`config.mk`:
```
export PLATFORM = sky130hd
export DESIGN_NAME = fetch_unit
export DESIGN_NICKNAME = d
export VERILOG_FILES = /design/src/rtl/fetch_unit.sv
export SDC_FILE = /design/constraint.sdc
export NUM_CORES = 1
export LEC_CHECK = 0
export ABC_AREA = 1
export BUFFER_PORTS_ARGS = -buffer_cell sky130_fd_sc_hd__buf_2
export CELL_PAD_IN_SITES_DETAIL_PLACEMENT = 1
export CELL_PAD_IN_SITES_GLOBAL_PLACEMENT = 1
export CORE_UTILIZATION = 39
export CTS_CLUSTER_DIAMETER = 60
export DETAILED_ROUTE_END_ITERATION = 10
export GPL_ROUTABILITY_DRIVEN = 0
export GPL_TIMING_DRIVEN = 0
export PLACE_DENSITY_LB_ADDON = 0.1
export SLEW_MARGIN = 20
export SYNTH_ARGS = -nofsm -noshare
export SYNTH_HDL_FRONTEND = slang
export SYNTH_SLANG_ARGS = --single-unit
```
`constraint.sdc`:
```
create_clock -name CLK -period 2.1 [get_ports CLK]
set_input_delay 0 -clock CLK [delete_from_list [all_inputs] [get_ports CLK]]
set_output_delay 0 -clock CLK [all_outputs]
set_load 0.01 [all_outputs]
```
`src/rtl/fetch_unit.sv`:
```
// Instruction fetch PC sequencer: sequential advance, squash-and-redirect, pending redirect, halt.
// Optional macro FETCH_PERF_CNT_EN adds the fetch_count performance counter output.
module fetch_unit #(
  parameter logic [31:0] PC_INIT = 32'h0000_0000
) (
  input  logic        CLK,
  input  logic        RST,
  input  logic        ihit,
  input  logic        stall,
  input  logic        redirect,
  input  logic [31:0] redirect_pc,
  input  logic        halt,
  output logic [31:0] imemaddr,
  output logic        imemREN,
  output logic [31:0] NPC,
  output logic        fetch_valid
`ifdef FETCH_PERF_CNT_EN
  ,
  output logic [31:0] fetch_count
`endif
);

  typedef enum logic [1:0] {
    RUN        = 2'd0,
    REDIR_PEND = 2'd1,
    HALTED     = 2'd2
  } state_t;

  state_t      state;
  logic [31:0] pc;
  logic [31:0] redir_reg;
  logic        ren;

  // Instruction addresses are word aligned; the low two target bits are dropped.
  function automatic logic [31:0] align_word(input logic [31:0] addr);
    return addr & 32'hFFFF_FFFC;
  endfunction

  assign imemaddr    = pc;
  assign NPC         = pc + 32'd4;
  assign imemREN     = ren;
  assign fetch_valid = (state == RUN) && ihit && !stall && !redirect && !halt && !RST;

  always_ff @(posedge CLK) begin
    if (RST) begin
      pc        <= PC_INIT;
      state     <= RUN;
      redir_reg <= 32'd0;
      ren       <= 1'b1;
    end else begin
      unique case (state)
        RUN: begin
          if (halt) begin
            state <= HALTED;
            ren   <= 1'b0;
          end else if (redirect) begin
            // A taken redirect squashes the current fetch regardless of stall.
            if (ihit) begin
              pc <= align_word(redirect_pc);
            end else begin
              redir_reg <= align_word(redirect_pc);
              state     <= REDIR_PEND;
            end
          end else if (ihit && !stall) begin
            pc <= pc + 32'd4;
          end
        end
        REDIR_PEND: begin
          if (halt) begin
            state <= HALTED;
            ren   <= 1'b0;
          end else if (redirect) begin
            redir_reg <= align_word(redirect_pc);
            if (ihit) begin
              pc    <= align_word(redirect_pc);
              state <= RUN;
            end
          end else if (ihit) begin
            pc    <= redir_reg;
            state <= RUN;
          end
        end
        HALTED: begin
          ren <= 1'b0;
        end
        default: begin
          state <= RUN;
          ren   <= 1'b1;
        end
      endcase
    end
  end

`ifdef FETCH_PERF_CNT_EN
  logic [31:0] fetch_cnt;

  always_ff @(posedge CLK) begin
    if (RST)
      fetch_cnt <= 32'd0;
    else if (fetch_valid)
      fetch_cnt <= fetch_cnt + 32'd1;
  end

  assign fetch_count = fetch_cnt;
`endif

endmodule

```
==> impl_metrics.toml, run 1 <==
[drt]
dr.pass1.iters = 5
vias = 4932
routed_wl_microns = 16400
wl_per_cell_microns = 18.0
drc = 0
routed_via_density = 5.40
drt_iter0_markers = 238
postRouteAntennaNets = 0

[power_and_ir_drop]
swShare_pct = 31.4
p_switching_uw = 994
leakagePower_uw = 0.00223
p_int_uw = 2170
ir_drop_uv = 358
pwr-share-seq_pct = 44.0
p_comb_share_pct = 20.9
clkPwrFrac_pct = 35.0
powerDensity_nw_per_um2 = 612

[critical_path]
cp.required_ns = 2.10
critPathCaptureType = "output port"
crit_fanout = 5
cp.arrival_ns = 1.99
path_class = "flop to output port"
rr_worst_depth = 5
cp-start-kind = "flop"
r2r_slack_ns = 0.31

[sta]
tns_ns = 0
post-route-min-period_ns = 1.99
finalCritPeriodShare_pct = 94.9
fin_ws_ns = 0.107
hold_viol = 0
max_slew_margin_pct = 55.2
holdWs_ns = 0.0345
worst_pin_slew_ns = 0.672
setup_viol = 0
clock_skew_ns = 0.00978
rsz0062_at_grt = "false"
fmax_mhz = 502
drv_slew = 0

[clocking]
clkLatencyLatePin_ns = 0.36
numCtsBuffers = 9
cts_tree = "done"
cts.clk_slew.worst_paths_ns = 0.07
cts_buffer_depth = 2
root_buffer = "clkbuf_8"
clkSinkCount = 65
htree_levels = 3
cts_setup_buffers = 0

[run]
drv_cap = 0

[min_path]
min_path_type = "input port to flop"
hold_depth = 3

[synth]
async_flop_share_pct = 0
syn-num-nets = 674
avgSynthCellArea_sq_um = 6.22
synthFlopType = "dfxtp_1"
synthCells = 635
synth_area_sq_um = 3950
synth_cell_types = 33
synth_seq_area_share_pct = 33.0
synth-seq-cells = 65
yosys_warnings = 0
synth_edf_count = 0

[final_layout]
nNetsFinal = 815
area_delta_synth_final_pct = 30.9
layout_commonest_cell = "nand2_1"
layout-drive-gt1-share_pct = 19.7
mostFrequentLayoutCells = "nand2_1 (137), buf_2 (104), o21ai_0 (84), a21oi_1 (84), inv_1 (71)"
diodes = 0
largest_register_ffs = 32

[grt]
grt_overflow_total = 0
grt_usage_pct = 32.8
grt_pass1_vias = 5053
antenna_found_initial = 0
grt_pass1_wl_microns = 25600
grt_max_degree = 11

[placed_design]
dp_hpwl_microns = 12100
pre_cts_ws_ns = 0.142
port-buffer-count = 99

[floorplanning]
die_h_microns = 103
start_util_pct = 40.4
dieWidth_microns = 103
num_rows = 36
io_pins = 104
die-area_sq_um = 10500
core_area_sq_um = 9770

[status]
status = "complete, no violations"
routing by layer:
metal | vias up | global-route usage (%) | part of all wire [%]
li1 | 2344 | - | -
met5 | - | 0 | 0
met3 | 39 | 5.90 | 5.4
met1 | 2370 | 40.4 | 43
met2 | 179 | 55.9 | 49
met4 | 0 | 14.7 | 2.9
worst max-delay path, cell delays in order, from the launching register on:
cell      delay (ns)
dfxtp_2         0.38
ha_1            0.22
nand2_1         0.08
nor2_2          0.16
nand2_1         0.16
nor2_2          0.23
nand3b_1        0.11
nand2_1         0.14
buf_2           0.15
logic make-up (layout without fill, tap and decap cells):
logic type	count (synthesis)	after routing	share of synthesized area (%)
and+or+nand+nor	255	255	27.3
AOI/OAI and AO/OA	199	199	26.1
buffers and inverters	108	253	11.7
DFF	65	65	33.0
xor gates and xnor gates	7	7	1.55
adders and majority gates	1	1	0.317
power by group through the flow:
stage | Clock [uW] | Combinational (uW) | Sequential [uW]
finish | 1110 | 662 | 1390
global route | 1180 | 729 | 1400
CTS | 1120 | 650 | 1390
detailed placement | 0 | 601 | 1410
global placement | 0 | 577 | 1410
floorplan | 0 | 343 | 1410
area by class of cell:
| type | count | area [sq um] |
|---|---|---|
| fill | 1412 | 4610 |
| multi-input combinational | 462 | 2230 |
| sequential | 65 | 1310 |
| timing repair buffer | 130 | 806 |
| inverter | 76 | 290 |
| buffer | 32 | 171 |
| tap | 133 | 166 |
| clock buffer | 12 | 155 |
| clock inverter | 3 | 40.0 |
Yosys cell counts (5+ instances only):
library cell / n / share of area, %
dfxtp_1: 65 / 33
xor2_1: 5 / 1.1
clkbuf_1: 19 / 1.8
buf_2: 5 / 0.63
nand3_1: 26 / 3.3
nor2_1: 66 / 6.3
nand2_1: 139 / 13
a21oi_1: 84 / 11
o21ai_0: 84 / 11
and2_1: 5 / 0.79
o21ai_1: 18 / 2.3
inv_1: 72 / 6.8
through the flow:
step | power, uW | std cells | instance area, sq um | util [%]
after floorplan | 1750 | 635 | 3950 | -
after global placement | 1990 | 867 | 4610 | 47.2
after detailed placement | 2020 | 867 | 4610 | 47.2
after CTS | 3150 | 913 | 5150 | 52.6
after global routing | 3310 | 913 | 5170 | 52.9
final | 3160 | 913 | 5170 | 52.9
worst paths after layout:
| path | from | endpoint |
|---|---|---|
| max | imemaddr[3]$_SDFFE_PP0P_ | NPC[24] |
| min | redirect_pc[31] | redir_reg[31]$_SDFFE_PP0P_ |
| max reg2reg | state[1]$_SDFFE_PP0P_ | redir_reg[6]$_SDFFE_PP0P_ |
| min reg2reg | redir_reg[12]$_SDFFE_PP0P_ | redir_reg[12]$_SDFFE_PP0P_ |
what timing repair did:
| item | CTS | global route |
|---|---|---|
| gates cloned | 0 | 0 |
| endpoints found under the setup margin | 10 | 12 |
| pin swaps | 0 | 1 |
| endpoints found under the hold margin | 32 | 0 |
| resized for setup | 9 | 8 |
| hold buffers | 31 | 0 |
No activity file was read; power rests on OpenSTA's default activity.
==> inputs of run 2 (changes only) <==
--- a/config.mk
+++ b/config.mk
@@ -15,6 +15,7 @@
 export GPL_ROUTABILITY_DRIVEN = 0
 export GPL_TIMING_DRIVEN = 0
 export PLACE_DENSITY_LB_ADDON = 0.1
+export RECOVER_POWER = 25
 export SLEW_MARGIN = 20
 export SYNTH_ARGS = -nofsm -noshare
 export SYNTH_HDL_FRONTEND = slang
==> run 2 against run 1 <==
  * Combinational power shrank 1%
  * Maximum frequency fell by 0.84%
  * Sequential power barely moved
  * Sequential share of layout area grew 0.17 points
  * Critical path depth did not move
  * Clock power about the same
  * Non-clock buffer count unchanged
  * Largest power group unchanged
==> impl_metrics.toml, run 2 (synthesized netlist as in run 1, its figures left out) <==
[clocking]
cts_tree = "done"
cts.clk_slew.worst_paths_ns = 0.07
cts_buffer_depth = 2
clkSinkCount = 65
root_buffer = "clkbuf_8"
clkLatencyLatePin_ns = 0.37
numCtsBuffers = 9
htree_levels = 3

[critical_path]
crit_path_top_delay_cell = "dfxtp_2"
path_common_cell = "nand2_1"
path_class = "flop to output port"
path_depth = 8
cp.arrival_ns = 2.01
cp.required_ns = 2.10
rr_worst_depth = 5
critPathCaptureType = "output port"
cp-start-kind = "flop"
crit_path_max_incr_delay_ns = 0.38
worst-path-buf-inv = 1
crit_family = "simple AND/OR/NAND/NOR gates"
path_cells = "ha_1 > nand2_1 > nor2_2 > nand2_1 > nor2_2 > nand3b_1 > nand2_1 > buf_2"
crit_fanout = 5

[status]
status = "complete, no violations"

[power_and_ir_drop]
leakagePower_uw = 0.00212
ir_drop_uv = 363
powerDensity_nw_per_um2 = 616

[drt]
vias = 4897
dr.pass1.iters = 5
routed_wl_microns = 16500
routed_via_density = 5.36
wl_per_cell_microns = 18.1
drc = 0
drt_iter0_markers = 222
postRouteAntennaNets = 0

[sta]
drv_slew = 0
holdWs_ns = 0.0316
hold_viol = 0
fmax_mhz = 498
post-route-min-period_ns = 2.01
setup_viol = 0
worst_pin_slew_ns = 0.674
max_slew_margin_pct = 55.1
tns_ns = 0
fin_ws_ns = 0.0902
clock_skew_ns = 0.00854
rsz0062_at_grt = "false"
finalCritPeriodShare_pct = 95.7

[final_layout]
n_fill_cell = 1418
finalInstanceArea_sq_um = 5130
diodes = 0
layout-drive-gt1-share_pct = 16.3
mostFrequentLayoutCells = "nand2_1 (137), o21ai_0 (84), a21oi_1 (84), buf_2 (77), inv_1 (71)"
largest_register_ffs = 32
fin_util_pct = 52.5
area_delta_synth_final_pct = 30.0
nNetsFinal = 815
layout_commonest_cell = "nand2_1"

[floorplanning]
num_rows = 36
core_area_sq_um = 9770
start_util_pct = 40.4
die_h_microns = 103
io_pins = 104
dieWidth_microns = 103
die-area_sq_um = 10500

[placed_design]
dp_hpwl_microns = 12100
port-buffer-count = 99
pre_cts_ws_ns = 0.142
placed_cell_area_sq_um = 4610

[grt]
grt_pass1_wl_microns = 25600
grt_pass1_vias = 5053
antenna_found_initial = 0
grt_max_degree = 11
grt_usage_pct = 32.8
grt_overflow_total = 0

[min_path]
hold_depth = 3
min_path_type = "input port to flop"

[run]
drv_cap = 0
==> run 2: changes by cell type in the layout (fill, tap and decap cells not counted) <==
cell and delta:
clkbuf_1 +27, buf_2 -27
==> run 2: metal layers <==
metal,global-route usage [%],wire length [microns]
met5,0,0
met3,5.90,866
met2,55.9,7950
met1,40.4,7180
met4,14.7,485
==> run 2: worst register-to-register path, delay by kind of cell, from the launching register on <==
family | cells | cell delay [ns]
AO/OA/AOI/OAI | 3 | 0.61
buffers and inverters | 1 | 0.33
flip-flops | 1 | 0.33
AND/OR/NAND/NOR | 1 | 0.39
==> run 2: power breakdown <==
| group | leakage, uW | internal (uW) | switching, uW | total, uW |
|---|---|---|---|---|
| Sequential | 0.000533 | 1310 | 85.4 | 1390 |
| Clock | 0.000102 | 603 | 513 | 1120 |
| Combinational | 0.00148 | 249 | 405 | 655 |
| Total | 0.00212 | 2160 | 1000 | 3160 |
==> run 2: final cells by class <==
type | instances | area (sq um) | share of cell area, %
Buffer | 32 | 171 | 3.34
Clock buffer | 12 | 155 | 3.02
Timing Repair Buffer | 130 | 772 | 15.0
Tap cell | 133 | 166 | 3.24
Clock inverter | 3 | 40.0 | 0.780
Multi-Input combinational cell | 462 | 2230 | 43.5
Sequential cell | 65 | 1310 | 25.4
Inverter | 76 | 290 | 5.65
==> run 2: what timing repair did <==
item | 4_1_cts | 5_1_grt
hold buffers | 31 | 0
cloned | 0 | 0
buffers inserted | 0 | 0
hold endpoints to repair | 32 | 0
endpoints found under the setup margin | 10 | 12
gates resized for setup | 9 | 8
pin swaps | 0 | 1
==> run 2: path summary, 6_finish.rpt <==
kind / end / startpoint / slack, ns
max: NPC[24] / imemaddr[3]$_SDFFE_PP0P_ / 0.09
min: redir_reg[31]$_SDFFE_PP0P_ / redirect_pc[31] / 0.03
max reg2reg: redir_reg[31]$_SDFFE_PP0P_ / state[1]$_SDFFE_PP0P_ / 0.31
min reg2reg: redir_reg[12]$_SDFFE_PP0P_ / redir_reg[12]$_SDFFE_PP0P_ / 0.45
==> run 2: per-stage QoR <==
step | instances | power, uW
6_report | 913 | 3160
3_5_place_dp | 867 | 2020
4_1_cts | 913 | 3150
5_1_grt | 913 | 3300
2_1_floorplan | 635 | 1750
3_3_place_gp | 867 | 1990
